### config.mk
export PLATFORM = sky130hd
export DESIGN_NAME = alu_chrom_stim_gen
export DESIGN_NICKNAME = d
export VERILOG_FILES = /design/src/rtl/alu_chrom_stim_gen.sv
export SDC_FILE = /design/constraint.sdc
export NUM_CORES = 2
export LEC_CHECK = 0
export ABC_AREA = 0
export CAP_MARGIN = 10
export CORE_MARGIN = 4
export CORE_UTILIZATION = 40
export DETAILED_ROUTE_END_ITERATION = 12
export PLACE_DENSITY_LB_ADDON = 0.2
export SKIP_CTS_REPAIR_TIMING = 1
export SLEW_MARGIN = 10
export SYNTH_ARGS = -nofsm -noshare
export SYNTH_HDL_FRONTEND = slang
export SYNTH_SLANG_ARGS = --single-unit
### constraint.sdc
create_clock -name CLK -period 24 [get_ports CLK]
set_input_delay 2.4 -clock CLK [delete_from_list [all_inputs] [get_ports CLK]]
set_output_delay 2.4 -clock CLK [all_outputs]
set_load 0.02 [all_outputs]
### src/rtl/alu_chrom_stim_gen.sv
// alu_chrom_stim_gen: ALU transaction generator driven by one GA chromosome.
// Per-field value ranges are loaded through the CFG port. After START the
// block emits TRANS_COUNT transactions over a valid/ready handshake, each
// preceded by a drawn inter-transaction delay.
// Optional feature: define ALU_STIM_STALL_CNT_EN to enable the STALL_CNT counter.
module alu_chrom_stim_gen #(
  parameter int unsigned DATA_WIDTH  = 8,
  parameter int unsigned MAX_RANGES  = 10,
  parameter int unsigned TRANS_COUNT = 100,
  parameter int unsigned DELAY_MAX   = 10,
  parameter logic [15:0] SEED        = 16'hACE1
) (
  input  logic                  CLK,
  input  logic                  RST,
  input  logic                  START,
  input  logic                  CFG_WE,
  input  logic [1:0]            CFG_FIELD,
  input  logic [3:0]            CFG_IDX,
  input  logic                  CFG_LAST,
  input  logic [DATA_WIDTH-1:0] CFG_LO,
  input  logic [DATA_WIDTH-1:0] CFG_HI,
  output logic                  CFG_ERR,
  output logic                  OUT_VLD,
  input  logic                  OUT_RDY,
  output logic [DATA_WIDTH-1:0] OP_A,
  output logic [DATA_WIDTH-1:0] OP_B,
  output logic [3:0]            OPCODE,
  output logic                  BUSY,
  output logic                  DONE,
  output logic [15:0]           STALL_CNT
);

  localparam int unsigned SLOTS  = 16;
  localparam int unsigned PW     = 2 * DATA_WIDTH + 1;
  localparam int unsigned TCW    = $clog2(TRANS_COUNT + 1);
  localparam int unsigned ONES_I = (2 ** DATA_WIDTH) - 1;
  localparam int unsigned DMAX_I = (DELAY_MAX > ONES_I) ? ONES_I : DELAY_MAX;
  localparam logic [DATA_WIDTH-1:0] DMAX = DATA_WIDTH'(DMAX_I);

  typedef enum logic [2:0] {
    S_IDLE,
    S_GEN,
    S_DELAY,
    S_SEND,
    S_DONE
  } state_t;

  state_t state_q, state_d;

  logic [DATA_WIDTH-1:0] lo_mem [3][SLOTS];
  logic [DATA_WIDTH-1:0] hi_mem [3][SLOTS];
  logic [4:0]            cnt_mem [3];

  logic [15:0]           lfsr_q, lfsr_next;
  logic [1:0]            phase_q;
  logic [DATA_WIDTH-1:0] dly_q;
  logic [TCW-1:0]        trans_q;

  logic                  cfg_open, cfg_bad, cfg_acc, start_acc, last_trans;
  logic [DATA_WIDTH-1:0] wr_lo, wr_hi;

  logic [1:0]            draw_field;
  logic [4:0]            draw_cnt;
  logic [3:0]            draw_slot;
  logic [DATA_WIDTH-1:0] sel_lo, sel_hi, r_lo_m, draw_val;
  logic [DATA_WIDTH:0]   span;

  // Galois LFSR, x^16+x^14+x^13+x^11+1, right-shifting form
  assign lfsr_next = {1'b0, lfsr_q[15:1]} ^ (lfsr_q[0] ? 16'hB400 : 16'h0000);

  // Configuration acceptance, rejection and delay-field clipping
  always_comb begin
    cfg_open   = (state_q == S_IDLE) || (state_q == S_DONE);
    cfg_bad    = (CFG_FIELD == 2'd3) || (32'(CFG_IDX) >= MAX_RANGES) || (CFG_LO > CFG_HI);
    cfg_acc    = cfg_open && CFG_WE && !cfg_bad;
    start_acc  = cfg_open && START;
    last_trans = (trans_q == TCW'(TRANS_COUNT - 1));
    wr_lo      = CFG_LO;
    wr_hi      = CFG_HI;
    if (CFG_FIELD == 2'd0) begin
      wr_lo = (CFG_LO > DMAX) ? DMAX : CFG_LO;
      wr_hi = (CFG_HI > DMAX) ? DMAX : CFG_HI;
    end
  end

  // Range draw for the field selected by the current GEN phase, using post-step LFSR bits
  always_comb begin
    draw_field = (phase_q == 2'd3) ? 2'd0 : phase_q;
    draw_cnt   = cnt_mem[draw_field];
    draw_slot  = 4'(({5'd0, lfsr_next[15:8]} * {8'd0, draw_cnt}) >> 8);
    sel_lo     = lo_mem[draw_field][draw_slot];
    sel_hi     = hi_mem[draw_field][draw_slot];
    r_lo_m     = lfsr_next[DATA_WIDTH-1:0];
    span       = {1'b0, sel_hi} - {1'b0, sel_lo} + (DATA_WIDTH + 1)'(1);
    draw_val   = sel_lo + DATA_WIDTH'((PW'(r_lo_m) * PW'(span)) >> DATA_WIDTH);
  end

  // Range table storage and the registered reject pulse
  always_ff @(posedge CLK or negedge RST) begin
    if (!RST) begin
      for (int unsigned f = 0; f < 3; f++) begin
        cnt_mem[2'(f)] <= 5'd1;
        for (int unsigned s = 0; s < SLOTS; s++) begin
          lo_mem[2'(f)][4'(s)] <= '0;
          hi_mem[2'(f)][4'(s)] <= (s == 0) ? ((f == 0) ? DMAX : '1) : '0;
        end
      end
      CFG_ERR <= 1'b0;
    end else begin
      CFG_ERR <= cfg_open && CFG_WE && cfg_bad;
      if (cfg_acc) begin
        lo_mem[CFG_FIELD][CFG_IDX] <= wr_lo;
        hi_mem[CFG_FIELD][CFG_IDX] <= wr_hi;
        if (CFG_LAST) cnt_mem[CFG_FIELD] <= 5'(CFG_IDX) + 5'd1;
      end
    end
  end

  // FSM state register
  always_ff @(posedge CLK or negedge RST) begin
    if (!RST) state_q <= S_IDLE;
    else      state_q <= state_d;
  end

  // FSM next-state and status outputs
  always_comb begin
    state_d = state_q;
    OUT_VLD = 1'b0;
    BUSY    = 1'b0;
    DONE    = 1'b0;
    case (state_q)
      S_IDLE:  if (START) state_d = S_GEN;
      S_GEN: begin
        BUSY = 1'b1;
        if (phase_q == 2'd3) state_d = (dly_q == '0) ? S_SEND : S_DELAY;
      end
      S_DELAY: begin
        BUSY = 1'b1;
        if (dly_q == DATA_WIDTH'(1)) state_d = S_SEND;
      end
      S_SEND: begin
        BUSY    = 1'b1;
        OUT_VLD = 1'b1;
        if (OUT_RDY) state_d = last_trans ? S_DONE : S_GEN;
      end
      S_DONE: begin
        DONE = 1'b1;
        if (START) state_d = S_GEN;
      end
      default: state_d = S_IDLE;
    endcase
  end

  // Generation datapath: LFSR stepping, draws, delay countdown, transaction count
  always_ff @(posedge CLK or negedge RST) begin
    if (!RST) begin
      lfsr_q  <= SEED;
      phase_q <= '0;
      dly_q   <= '0;
      trans_q <= '0;
      OP_A    <= '0;
      OP_B    <= '0;
      OPCODE  <= '0;
    end else begin
      case (state_q)
        S_IDLE, S_DONE: begin
          if (START) begin
            trans_q <= '0;
            phase_q <= '0;
          end
        end
        S_GEN: begin
          lfsr_q  <= lfsr_next;
          phase_q <= phase_q + 2'd1;
          case (phase_q)
            2'd0:    dly_q  <= draw_val;
            2'd1:    OP_A   <= draw_val;
            2'd2:    OP_B   <= draw_val;
            default: OPCODE <= lfsr_next[3:0];
          endcase
        end
        S_DELAY: dly_q <= dly_q - DATA_WIDTH'(1);
        S_SEND:  if (OUT_RDY) trans_q <= trans_q + TCW'(1);
        default: ;
      endcase
    end
  end

`ifdef ALU_STIM_STALL_CNT_EN
  logic [15:0] stall_q;

  // Saturating count of cycles offered but not accepted
  always_ff @(posedge CLK or negedge RST) begin
    if (!RST)                                              stall_q <= '0;
    else if (start_acc)                                    stall_q <= '0;
    else if (state_q == S_SEND && !OUT_RDY && stall_q != '1) stall_q <= stall_q + 16'd1;
  end

  assign STALL_CNT = stall_q;
`else
  assign STALL_CNT = '0;
`endif

endmodule

# Word level (Yosys, flattened, before mapping)
# Index checks and enable logic that the tools add are counted.
[totals]
regBits = 840
input_bits = 28
output_inout_bits = 40
elab_cells = 222
[classes]
addsub = 7
n_mul = 2
order_cmp = 10
n_eq_ne = 15
mux = 47
n_bitwise = 6
reduce_logical = 27
[ops]
columns = ["cell", "count"]
rows = [
  ["$bwmux W384", 2],
  ["$mux W128", 5],
  ["$bmux W128 S2", 2],
  ["$demux W128 S2", 1],
  ["$mux W8", 10],
  ["$bmux W8 S4", 2],
  ["$demux W8 S4", 1],
  ["$gt A8 B4 Y1 const B", 2],
  ["$mul A8 B9 Y16", 1],
  ["$mux W16", 1],
  ["$pmux W8 S2", 1],
  ["$xor A15 B16 Y16", 1],
  ["$bwmux W15", 1],
  ["$mux W3", 5],
  ["$mux W5", 3],
  ["$mux W7", 2],
  ["$pmux W7 S2", 1],
  ["$mul A8 B5 Y12", 1],
  ["$pmux W3 S4", 1],
  ["$reduce_and A2 Y1", 6],
  ["$bmux W5 S2", 1],
  ["$demux W5 S2", 1],
  ["$ge A5 B5 Y1 const B", 2],
  ["$not A4 Y5", 2],
  ["37 further kinds", 59],
]

# Logic depth before layout (Yosys ltp)
[depth]
depth_word = 17
ltp_mapped = 67
ltp_nobuf = 58

# Worst setup path after synthesis
# OpenSTA, ideal clock, no wires.
[synth_timing]
path_type = "register to register"
from = "register phase_q[1]"
to = "register OP_A[7]"
setup_time_ns = 0.133
arrival_ns = 14.260
required_ns = 23.867
path_slack_ns = 9.607
stages_incl_launch_ff = 63
path_buffers = 9
synth_period_minus_slack_ns = 14.393
path_cell_list = "dfrtp_1 -> inv_1 -> ha_1 -> buf_4 -> buf_4 -> nor2b_1 -> clkbuf_1 -> buf_2 -> clkbuf_1 -> clkbuf_1 -> buf_1 -> nand2_1 -> o21ai_0 -> nor2b_1 -> fa_1 -> fa_1 -> inv_1 -> fa_1 -> (+27 left out) -> ha_1 -> nor4_1 -> o31ai_1 -> a31oi_1 -> nand2b_1 -> a21boi_1 -> o41ai_1 -> nor2_1 -> nor2_1 -> xnor2_1 -> ha_1 -> o41a_1 -> xnor2_1 -> xnor2_1 -> xnor2_1 -> and3b_1 -> o21bai_1 -> o211ai_1"
[synth_via]
elab_chain_len = 15
word_cells_on_any_way = 26
classes_between = "add/sub (3); mul (2); eq/ne (2); mux (16); bitwise (2); reduce/logical (1)"
[synth_lines]
columns = ["item", "line", "text"]
rows = [
  ["from (decl)", "55", "logic [1:0] phase_q;"],
  ["from (signal assigned)", "174", "phase_q <= phase_q + 2'd1;"],
  ["$eq A2 B2 Y1", "88", "draw_field = (phase_q == 2'd3) ? 2'd0 : phase_q;"],
  ["$mux W2", "88", ""],
  ["$not A2 Y3 (implied by the code)", "89, 91, 92", ""],
  ["$bmux W5 S2", "89", "draw_cnt = cnt_mem[draw_field];"],
  ["$mux W5 (implied by the code) (2 in series)", "89", ""],
  ["$mul A8 B5 Y12", "90", "draw_slot = 4'(({5'd0, lfsr_next[15:8]} * {8'd0, draw_cnt}) >> 8);"],
  ["$not A4 Y5 (implied by the code)", "91, 92", ""],
  ["$bmux W8 S4, on equally long branches", "92, 91", ""],
  ["$mux W8, on equally long branches (2 in series)", "92, 91", ""],
  ["$sub A8 B8 Y9", "94", "span = {1'b0, sel_hi} - {1'b0, sel_lo} + (DATA_WIDTH + 1)'(1);"],
  ["$add A9 B1 Y9", "94", ""],
  ["$mul A8 B9 Y16", "95", "draw_val = sel_lo + DATA_WIDTH'((PW'(r_lo_m) * PW'(span)) >> DATA_WIDTH);"],
  ["$add A8 B8 Y8", "95", ""],
  ["to (signal assigned)", "177", "2'd1: OP_A <= draw_val;"],
  ["to (decl)", "25", "output logic [DATA_WIDTH-1:0] OP_A,"],
]
# Several ways; a longest one is shown, not always the timed one. The select of a mux whose other input is x is not followed.
# A chain may end at the register's enable or synchronous reset.

# Worst setup path in the final report
[layout_timing]
from = "register phase_q[1]"
to = "register OP_B[7]"
[layout_via]
elab_chain_len = 15
word_cells_on_any_way = 26
classes_between = "add/sub (3); mul (2); eq/ne (2); mux (16); bitwise (2); reduce/logical (1)"
[layout_lines]
columns = ["item", "line", "text"]
rows = [
  ["$eq A2 B2 Y1", "88", ""],
  ["$mux W2", "88", ""],
  ["$not A2 Y3 (implied by the code)", "89, 91, 92", ""],
  ["$bmux W5 S2", "89", ""],
  ["$mux W5 (implied by the code) (2 in series)", "89", ""],
  ["$mul A8 B5 Y12", "90", ""],
  ["$not A4 Y5 (implied by the code)", "91, 92", ""],
  ["$bmux W8 S4, on equally long branches", "92, 91", ""],
  ["$mux W8, on equally long branches (2 in series)", "92, 91", ""],
  ["$sub A8 B8 Y9", "94", ""],
  ["$add A9 B1 Y9", "94", ""],
  ["$mul A8 B9 Y16", "95", ""],
  ["$add A8 B8 Y8", "95", ""],
  ["to (signal assigned)", "178", "2'd2: OP_B <= draw_val;"],
  ["to (decl)", "26", "output logic [DATA_WIDTH-1:0] OP_B,"],
]
# Several ways; a longest one is shown, not always the timed one. The select of a mux whose other input is x is not followed.

==> reports/qor.yml <==
synth_top_area_share_pct: 49.3
fin_hold_ws_ns: 0.372
fp-row-count: 117
start_kind: "register"
maxCapViolCount: 0
crit_path_frequent_cell: "fa_1"
final_area_um2: 45200
critPathMaxFanout: 39
syn_area_per_cell_um2: 11.5
syn_area_um2: 41200
portBuffers: 51
synthXorXnorAreaFrac_pct: 0.891
hold_viol_final: 0
yosys.area_share.adder_pct: 5.62
pre_cts_ws_ns: 7.35
synthMuxAreaShare_pct: 19.9
rrSetupSlack_ns: 7.36
syn_to_final_growth_pct: 9.77
setup_viol: 0
p_per_area_nw_per_um2: 64.0
power.share.sequential_pct: 49.0
die_w_um: 329
grt_overflow: 0
p_int_w: 0.00224
period_share_pct: 69.3
place.gp.congestion: 0.840
vias_per_cell: 5.34
cts.sinks: 840
synth_compound_area_share_pct: 8.36
synth_area_leaders: "dfrtp_1, mux2_2, mux2i_1, clkbuf_1, fa_1"
n_fill_cell: 9423
antenna_found_initial: 6
yosys_warnings: 0
netlist_top_cells_count: "dfrtp_1, mux2_2, clkbuf_1"
ant_nets: 0
cts_made_buffers: 91
clock_skew_ns: 0.0238
postRouteWirelength_um: 107000
grt_pass1_vias: 26300
drt-wirelength-per-cell_um: 22.3
cts_tree: "built"
drc: 0
ys_ff_latch: 840
drive_gt1_share_pct: 23.1
async_flop_share_pct: 100
pwr-share-clk_pct: 48.4
ys_seq_area_share_pct: 51.2
grt_usage_pct: 19.9
num_vias: 25500
synth_top_area_cell: "dfrtp_1"
slowest_stage: "buf_4"
switching_share_pct: 22.3
crit_required_ns: 24.53
synth_edf_count: 0
synth_flop_cell: "dfrtp_1"
fin_crit_ns: 16.64
tightest_slew_ns: 1.15
cts_root_buf: "clkbuf_16"
pin_count: 68
placeableCoreArea_um2: 102000
status: "finished clean"
die-area_um2: 108000
hold_path_class: "reg -> reg"
crit_path_end_kind: "register"
dpl.hpwl_um: 66600
max_freq_mhz: 60.1
die_h_um: 329
grt_pass1_wl_um: 165000
grt_max_degree: 170
synthDistinctLibCells: 79
worst_slack_ns: 7.36
slew-limit-headroom_pct: 23.1
synth_top_family_by_area: "multiplexers"
drt-pass1-iter-count: 5
place_area_um2: 42200
peakVddDrop_mv: 0.0564
yosysMostFrequentCell: "dfrtp_1"
rsz0062_at_grt: "no"
start_util_pct: 40.3
path_class: "reg -> reg"
p_sw_w: 0.000645
setup_tns_ns: 0
p_comb_share_pct: 2.5
clk_pin_slew_ns: 0.06
yosys.area_share.simple_pct: 8.29
arrival_ns: 17.17
p_leak_nw: 20.8
cp_slowest_stage_delay_ns: 0.69
clk_path_buf_depth: 3
htreeDepth: 3
synth_cells: 3594
clk_latency_ns: 0.67
slew_violations: 0
nets: 3511
drt_iter0_drc: 1850
-- cell type report --
cell class              count  area, um2  area share (%)
clock inverters            29        240           0.532
repair buffers            119       1090            2.41
well taps                1368       1710            3.79
clock buffers             141       2770            6.13
flip-flops and latches    840      21100            46.6
diodes                      2       5.00          0.0111
multi-input cells        2184      17900            39.7
inverters                  97        364           0.806
-- worst paths after layout --
check                                        startpoint                      end  cells past startpoint
worst min-delay path            hi_mem[284]$_DFFE_PN0P_  hi_mem[284]$_DFFE_PN0P_                      0
worst min register to register  hi_mem[284]$_DFFE_PN0P_  hi_mem[284]$_DFFE_PN0P_                      0
worst max-delay path             phase_q[1]$_DFFE_PN0P_      OP_B[7]$_DFFE_PN0P_                     57
worst max register to register   phase_q[1]$_DFFE_PN0P_      OP_B[7]$_DFFE_PN0P_                     57
min in group asynchronous                           RST   lfsr_q[12]$_DFFE_PN0P_                      1
max in group asynchronous                           RST  hi_mem[276]$_DFFE_PN0P_                      4
-- flip-flops by register name (all words and copies together), names as in the netlist --
signal	cells
OP_B	8
dly_q	8
state_q	3
trans_q	7
CFG_ERR	1
phase_q	2
OPCODE	4
hi_mem	384
OP_A	8
lfsr_q	16
lo_mem	384
cnt_mem	15
-- routing by layer --
| metal | vias up | track usage (%) | share of wire (%) |
|---|---|---|---|
| met5 | - | 0 | 0 |
| met4 | 0 | 6.62 | 3.0 |
| met3 | 168 | 3.34 | 5.2 |
| met2 | 543 | 31.5 | 46 |
| met1 | 13000 | 27.8 | 46 |
| li1 | 11700 | - | - |
-- power by group through the flow --
stage,registers [W],logic (W),clock network [W]
2_1_floorplan,0.00144,0.0000216,0
3_3_place_gp,0.00144,0.0000762,0
3_5_place_dp,0.00144,0.0000755,0
6_report,0.00142,0.0000736,0.00140
4_1_cts,0.00142,0.0000756,0.00144
5_1_grt,0.00142,0.0000820,0.00150
-- critical path: cells and delay by family, from the launching register on --
family | cells | cell delay (ns)
and+or+nand+nor | 9 | 1.68
AOI/OAI and AO/OA | 18 | 4.95
muxes | 1 | 0.15
xor gates and xnor gates | 6 | 1.38
buffers and inverters | 9 | 1.99
adders and majority gates | 14 | 5.71
DFF | 1 | 0.45
-- cells in the final DEF, fill, tap and decap left out, types with 72 or more instances in the layout --
master and n:
dfrtp_1 811, mux2_2 480, mux2i_1 273, nand2_1 233, nor2_1 165, o21ai_0 120
o211ai_1 109, and2_1 104, inv_1 97, clkbuf_16 94, ha_1 90, a211oi_1 87
nor2b_1 72
-- through the flow --
stage	utilization (%)	cells	power, W
detailed placement	41.3	4608	0.00152
floorplan	-	3609	0.00146
global route	44.3	4778	0.00299
CTS	44.3	4778	0.00293
finish	44.3	4780	0.00289
global placement	41.3	4608	0.00152
-- cell families after synthesis --
group	Yosys count
AO/OA/AOI/OAI	509
XOR/XNOR	41
adder cells (fa/ha/maj)	150
buffers and inverters	585
flip-flops	840
multiplexers	757
other	1
AND/OR/NAND/NOR	711
(Power assumes the default switching activity.)
